`config.mk`:
```
export PLATFORM = sky130hd
export DESIGN_NAME = demux_lane_sched
export DESIGN_NICKNAME = d
export VERILOG_FILES = /design/src/rtl/demux_lane_pkg.sv /design/src/rtl/lane_picker.sv /design/src/rtl/demux_lane_sched.sv
export SDC_FILE = /design/constraint.sdc
export NUM_CORES = 1
export LEC_CHECK = 0
export CAP_MARGIN = 30
export CELL_PAD_IN_SITES_DETAIL_PLACEMENT = 1
export CELL_PAD_IN_SITES_GLOBAL_PLACEMENT = 1
export CORE_UTILIZATION = 37
export DETAILED_ROUTE_END_ITERATION = 8
export MAX_ROUTING_LAYER = met4
export PLACE_DENSITY = 0.87
export SETUP_SLACK_MARGIN = 0.5
export SLEW_MARGIN = 30
export SYNTH_ARGS = -nofsm -noshare
export SYNTH_HDL_FRONTEND = slang
export SYNTH_SLANG_ARGS = --single-unit
export TNS_END_PERCENT = 20
```
`constraint.sdc`:
```
create_clock -name clk -period 4.38 [get_ports clk]
set_input_delay 1.314 -clock clk [delete_from_list [all_inputs] [get_ports clk]]
set_output_delay 1.314 -clock clk [all_outputs]
set_load 0.01 [all_outputs]
```
`src/rtl/demux_lane_pkg.sv`:
```
// Shared definitions for the demux lane scheduler: lane count, select type and helpers.
package demux_lane_pkg;

  localparam int unsigned LANES = 4;
  localparam int unsigned SEL_W = 2;

  typedef logic [SEL_W-1:0] lane_sel_t;

  // One-hot decode of a lane select.
  function automatic logic [LANES-1:0] onehot4(lane_sel_t sel);
    logic [LANES-1:0] oh;
    oh      = '0;
    oh[sel] = 1'b1;
    return oh;
  endfunction

endpackage

```
`src/rtl/lane_picker.sv`:
```
// Rotate-priority lane search: first ready lane starting at ptr, else ptr itself.
// Only instantiated when LANE_SKIP_EN is defined.
module lane_picker
  import demux_lane_pkg::*;
(
  input  lane_sel_t        ptr,
  input  logic [LANES-1:0] lane_ready,
  output lane_sel_t        chosen
);

  lane_sel_t cand;

  // Scan from the farthest offset down so the nearest ready lane wins last.
  always_comb begin
    chosen = ptr;
    cand   = ptr;
    for (int i = LANES - 1; i >= 0; i--) begin
      cand = ptr + lane_sel_t'(i);
      if (lane_ready[cand]) begin
        chosen = cand;
      end
    end
  end

endmodule

```
`src/rtl/demux_lane_sched.sv`:
```
// Upstream scheduler for a 1:4 demux: one-entry output register, round-robin lane choice.
// Optional feature: define LANE_SKIP_EN to skip lanes that are not ready when choosing.
module demux_lane_sched
  import demux_lane_pkg::*;
#(
  parameter int unsigned DATA_W = 8,
  parameter int unsigned CNT_W  = 16
) (
  input  logic              clk,
  input  logic              reset,
  input  logic              in_valid,
  input  logic [DATA_W-1:0] in_data,
  output logic              in_ready,
  input  logic [LANES-1:0]  lane_ready,
  output logic              out_valid,
  output logic [DATA_W-1:0] out_data,
  output lane_sel_t         out_sel,
  output logic [LANES-1:0]  out_lane_valid,
  output logic [CNT_W-1:0]  word_count
);

  lane_sel_t ptr_q;
  lane_sel_t chosen;
  logic      drain;
  logic      accept;

`ifdef LANE_SKIP_EN
  lane_picker u_lane_picker (
    .ptr        (ptr_q),
    .lane_ready (lane_ready),
    .chosen     (chosen)
  );
`else
  assign chosen = ptr_q;
`endif

  // Handshake: the held word leaves when its lane is ready, freeing the register same cycle.
  always_comb begin
    drain          = out_valid && lane_ready[out_sel];
    in_ready       = !out_valid || lane_ready[out_sel];
    accept         = in_valid && in_ready;
    out_lane_valid = onehot4(out_sel) & {LANES{out_valid}};
  end

  // Output register, lane pointer and accepted-word counter.
  always_ff @(posedge clk or posedge reset) begin
    if (reset) begin
      out_valid  <= 1'b0;
      out_data   <= '0;
      out_sel    <= '0;
      ptr_q      <= '0;
      word_count <= '0;
    end else if (accept) begin
      out_valid  <= 1'b1;
      out_data   <= in_data;
      out_sel    <= chosen;
      ptr_q      <= chosen + lane_sel_t'(1);
      word_count <= word_count + CNT_W'(1);
    end else if (drain) begin
      out_valid  <= 1'b0;
    end
  end

endmodule

```
* Word-level counts from Yosys, hierarchy flattened
Cells that the tools add are included. Widths: inputs -> output; s select.
Cells by class: add/sub/neg operators 2, multipliers 0, div/mod/pow operators 0, $lt $le $gt $ge 2, eq/ne operators 0, shift-type cells 0, muxes and demuxes 6, bitwise gates (word level) 1, reductions and logical operators 6
Operator list (number):
- $add 16x1->16 const B | 1
- $and 4x4->4 | 1
- $mux 1 | 4
- $logic_and 1x1->1 | 3
- $lt 2x3->1 const B | 1
- $add 2x1->2 const B | 1
- $bmux 1 s2 | 1
- $demux 1 s2 | 1
- $ge 2x1->1 const B | 1
- $reduce_bool 2->1 | 1
- $logic_not 1->1 | 1
- $logic_or 1x1->1 | 1
Storage, ports and cells: register bits after elaboration 29, latch bits 0, RAM bits 0, memory bits (read-only) 0, bits of input ports 15, output and inout port bits 32, logic and storage cells 22, memories 0

* Depth between registers and ports, before layout
word-level depth 5, gate-level depth with buffers 6, gate-level depth less buffers 5

* Worst setup path after synthesis
No wires, ideal clock.
path type input-to-output, start in lane_ready[3], end out in_ready, data arrival time 1.778 ns, data required time 3.066 ns, slack 1.288 ns, stages 2, path buffers 0, cell sequence mux2i_1 a22oi_1
Between the ends: word-level cells in the longest chain between the ends 3
Ends and longest elaborated chain:
- from (decl) | line demux_lane_sched.sv:14 | input logic [LANES-1:0] lane_ready,
- $bmux 1 s2 | line demux_lane_sched.sv:40 | in_ready = !out_valid || lane_ready[out_sel];
- $mux 1 (not written as such) | line demux_lane_sched.sv:40
- $logic_or 1x1->1 | line demux_lane_sched.sv:40
- to (decl) | line demux_lane_sched.sv:13 | output logic in_ready,
No other way between the ends. The select of a mux whose other input is x is not followed.

* Worst setup path after layout
Same ends and word-level chain as after synthesis.

==> flow_summary.toml <==
[yosys]
netlist_top_cells_count = "dfrtp_1, xnor2_1, nand3_1, xor2_1"
synth_cells = 101
synth_top_area_share_pct = 55.5
yosysTopAreaCell = "dfrtp_1"
synth.distinct_cells = 27
synth_area_per_cell_um2 = 12.9
synthesis.nets = 117
synthTopCellsByArea = "dfrtp_1, xnor2_1, mux2_4"
ys_seq_area_share_pct = 55.5
ys.flop_type = "dfrtp_1"
yosysMostFrequentCell = "dfrtp_1"
netlist_area_um2 = 1310
synth-seq-cells = 29
synth_warnings = 0
synthArstFlopShare_pct = 100
synth_edf_count = 0

[global_routing]
top_usage_layer = "met2"
grt_usage_pct = 19.6
grt_max_degree = 30
met3_usage_pct = 6.30
grt_use_met1_pct = 21.9
grt_pass1_wl_um = 5000
grt_use_met2_pct = 32.9
grt_pass1_vias = 1052
antenna_found_initial = 0
overflow = 0

[clock_tree]
path_clk_slew_ns = 0.09
cts_buffers = 5
cts.sinks = 29
clk_path_buf_depth = 2
cts_tree = "yes"
clk_latency_ns = 0.33
cts.htree.levels = 2
ctsRootBufferMaster = "clkbuf_4"

[floorplan]
start_util_pct = 38.9
die_y_um = 61.4
core_um2 = 3360
die_x_um = 61.4
rows = 21
dieArea_um2 = 3780
io_pins = 47

[placed_design]
dpl_cell_area_um2 = 1800
dp.final_hpwl_um = 2310
place.gp.congestion = 0.762
port-buffer-count = 46

[layout]
drive_gt1_share_pct = 17.4
antenna-diode-count = 0
area_growth_pct = 44.6
fin_nets = 170
final_area_um2 = 1890

[setup_path]
critPathArrivalTime_ns = 2.47
max_stage_delay_ns = 0.41
crit_start = "lane_ready[3]"
r2r_setup_slack_ns = 2.16
reg2reg_from = "out_sel[1]"
critPathCapture = "in_ready"
crit_chain = "clkdlybuf4s50_1 > mux2i_2 > a22oi_2 > dlygate4sd2_1"
crit_buf_inv = 2
r2r_cells = 3
path_depth = 4
r2r_end = "out_data[6]"
cp_slowest_cell = "clkdlybuf4s50_1"
crit_type = "input pin to output pin"
required_ns = 3.07
crit_fanout = 4
end_kind = "output pin"
crit_family = "buffers and inverters"
start_kind = "input pin"

[sta]
finalHoldViolCount = 0
fin_crit_sh_pct = 86.4
worst_pin_slew_ns = 0.868
setup_viol = 0
skew_ns = 0.00990
max-slew-margin-rel_pct = 42.1
fin_crit_ns = 3.79
fmax_mhz = 264
maxSlewViolCount = 0
rsz0062_at_grt = "no"
setup_tns_ns = 0

[route]
ant_nets = 0
dr.pass1.iters = 4
dr_total_vias = 977
drtIter0Drc = 23
vias_per_cell = 4.86
drcViolationCount = 0
post_drt_wl_per_cell_um = 15.5
wl_um = 3120

[power_and_ir_drop]
ir_drop_uv = 334
p_leak_nw = 0.820
power_density_nw_per_um2 = 649

[run]
drv_cap = 0

[status]
status = "completed"

[hold_path]
hold_class = "register to register"
[through the flow]
step                instances  utilization (%)  power [mW]  hold slack (ns)  worst slack (ns)
CTS                       201             56.0        1.24            0.483             0.521
floorplan                 101                -       0.741            0.437              1.29
global route              201             56.2        1.30            0.506             0.555
finish                    201             56.2        1.23            0.477             0.594
global placement          192             53.6        1.01            0.453             0.189
detailed placement        192             53.6        1.03            0.466             0.169
[cell families (layout without fill, tap and decap cells)]
logic type / Yosys count / count (layout) / share of synthesized area, %
AND/OR/NAND/NOR: 32 / 32 / 14.0
flip-flops: 29 / 29 / 55.5
XOR/XNOR: 17 / 17 / 11.4
multiplexers: 12 / 12 / 11.6
AO/OA/AOI/OAI: 6 / 6 / 3.64
buffers and inverters: 4 / 58 / 2.97
adder cells (fa/ha/maj): 1 / 1 / 0.957
[routing by layer]
layer	vias to the layer above	part of all wire, %	routed length (um)
met1	478	43	1350
li1	458	-	-
met4	0	1.3	40
met5	-	0	0
met2	38	49	1540
met3	3	6.1	190
[how the worst min path moves through the flow]
stage                     slack [ns]      startpoint              to  depth (start not counted)
after floorplan                 0.44       chosen[0]       chosen[0]                          1
after global placement          0.45       chosen[1]       chosen[1]                          1
after detailed placement        0.47  word_count[15]  word_count[15]                          1
after CTS                       0.48  word_count[15]  word_count[15]                          1
after global routing            0.51  word_count[15]  word_count[15]                          1
final                           0.48  word_count[15]  word_count[15]                          1
[where the power goes]
part           internal [mW]  switching [mW]  total (mW)
registers              0.369           0.107       0.475
logic                  0.334           0.230       0.564
clock network         0.0929          0.0945       0.187
total                  0.796           0.431        1.23
[registers in the layout, summed over array words and instances, names as in the netlist]
register / flops
word_count: 16
out_valid: 1
chosen: 2
out_data: 8
out_sel: 2
[area by class of cell]
cell class / count / area (um^2)
timing repair buffer: 48 / 474
clock inverter: 1 / 5.00
clock buffer: 7 / 65.1
fill: 386 / 1470
multi-input combinational: 68 / 556
inverter: 2 / 7.51
sequential: 29 / 726
tap: 46 / 57.6
[cells in the final DEF (no fill, tap or decap), drive strengths merged, types with 2 or more instances in the layout]
cell type / count
a21oi: 2
and2: 2
and2b: 2
and3: 5
buf: 2
clkbuf: 7
clkdlybuf4s50: 45
dfrtp: 29
inv: 2
mux2: 10
mux2i: 2
nand2: 5
nand3: 7
nand4: 4
nor2: 2
nor3: 3
xnor2: 10
xor2: 7
[repair_timing]
item | CTS | global route
pin swaps | 1 | 0
endpoints found under the setup margin | 1 | 1
resized for setup | 2 | 2
buffers inserted | 1 | 0
hold buffers | 0 | 0
gates cloned | 0 | 0
No activity file was read; power rests on OpenSTA's default activity.
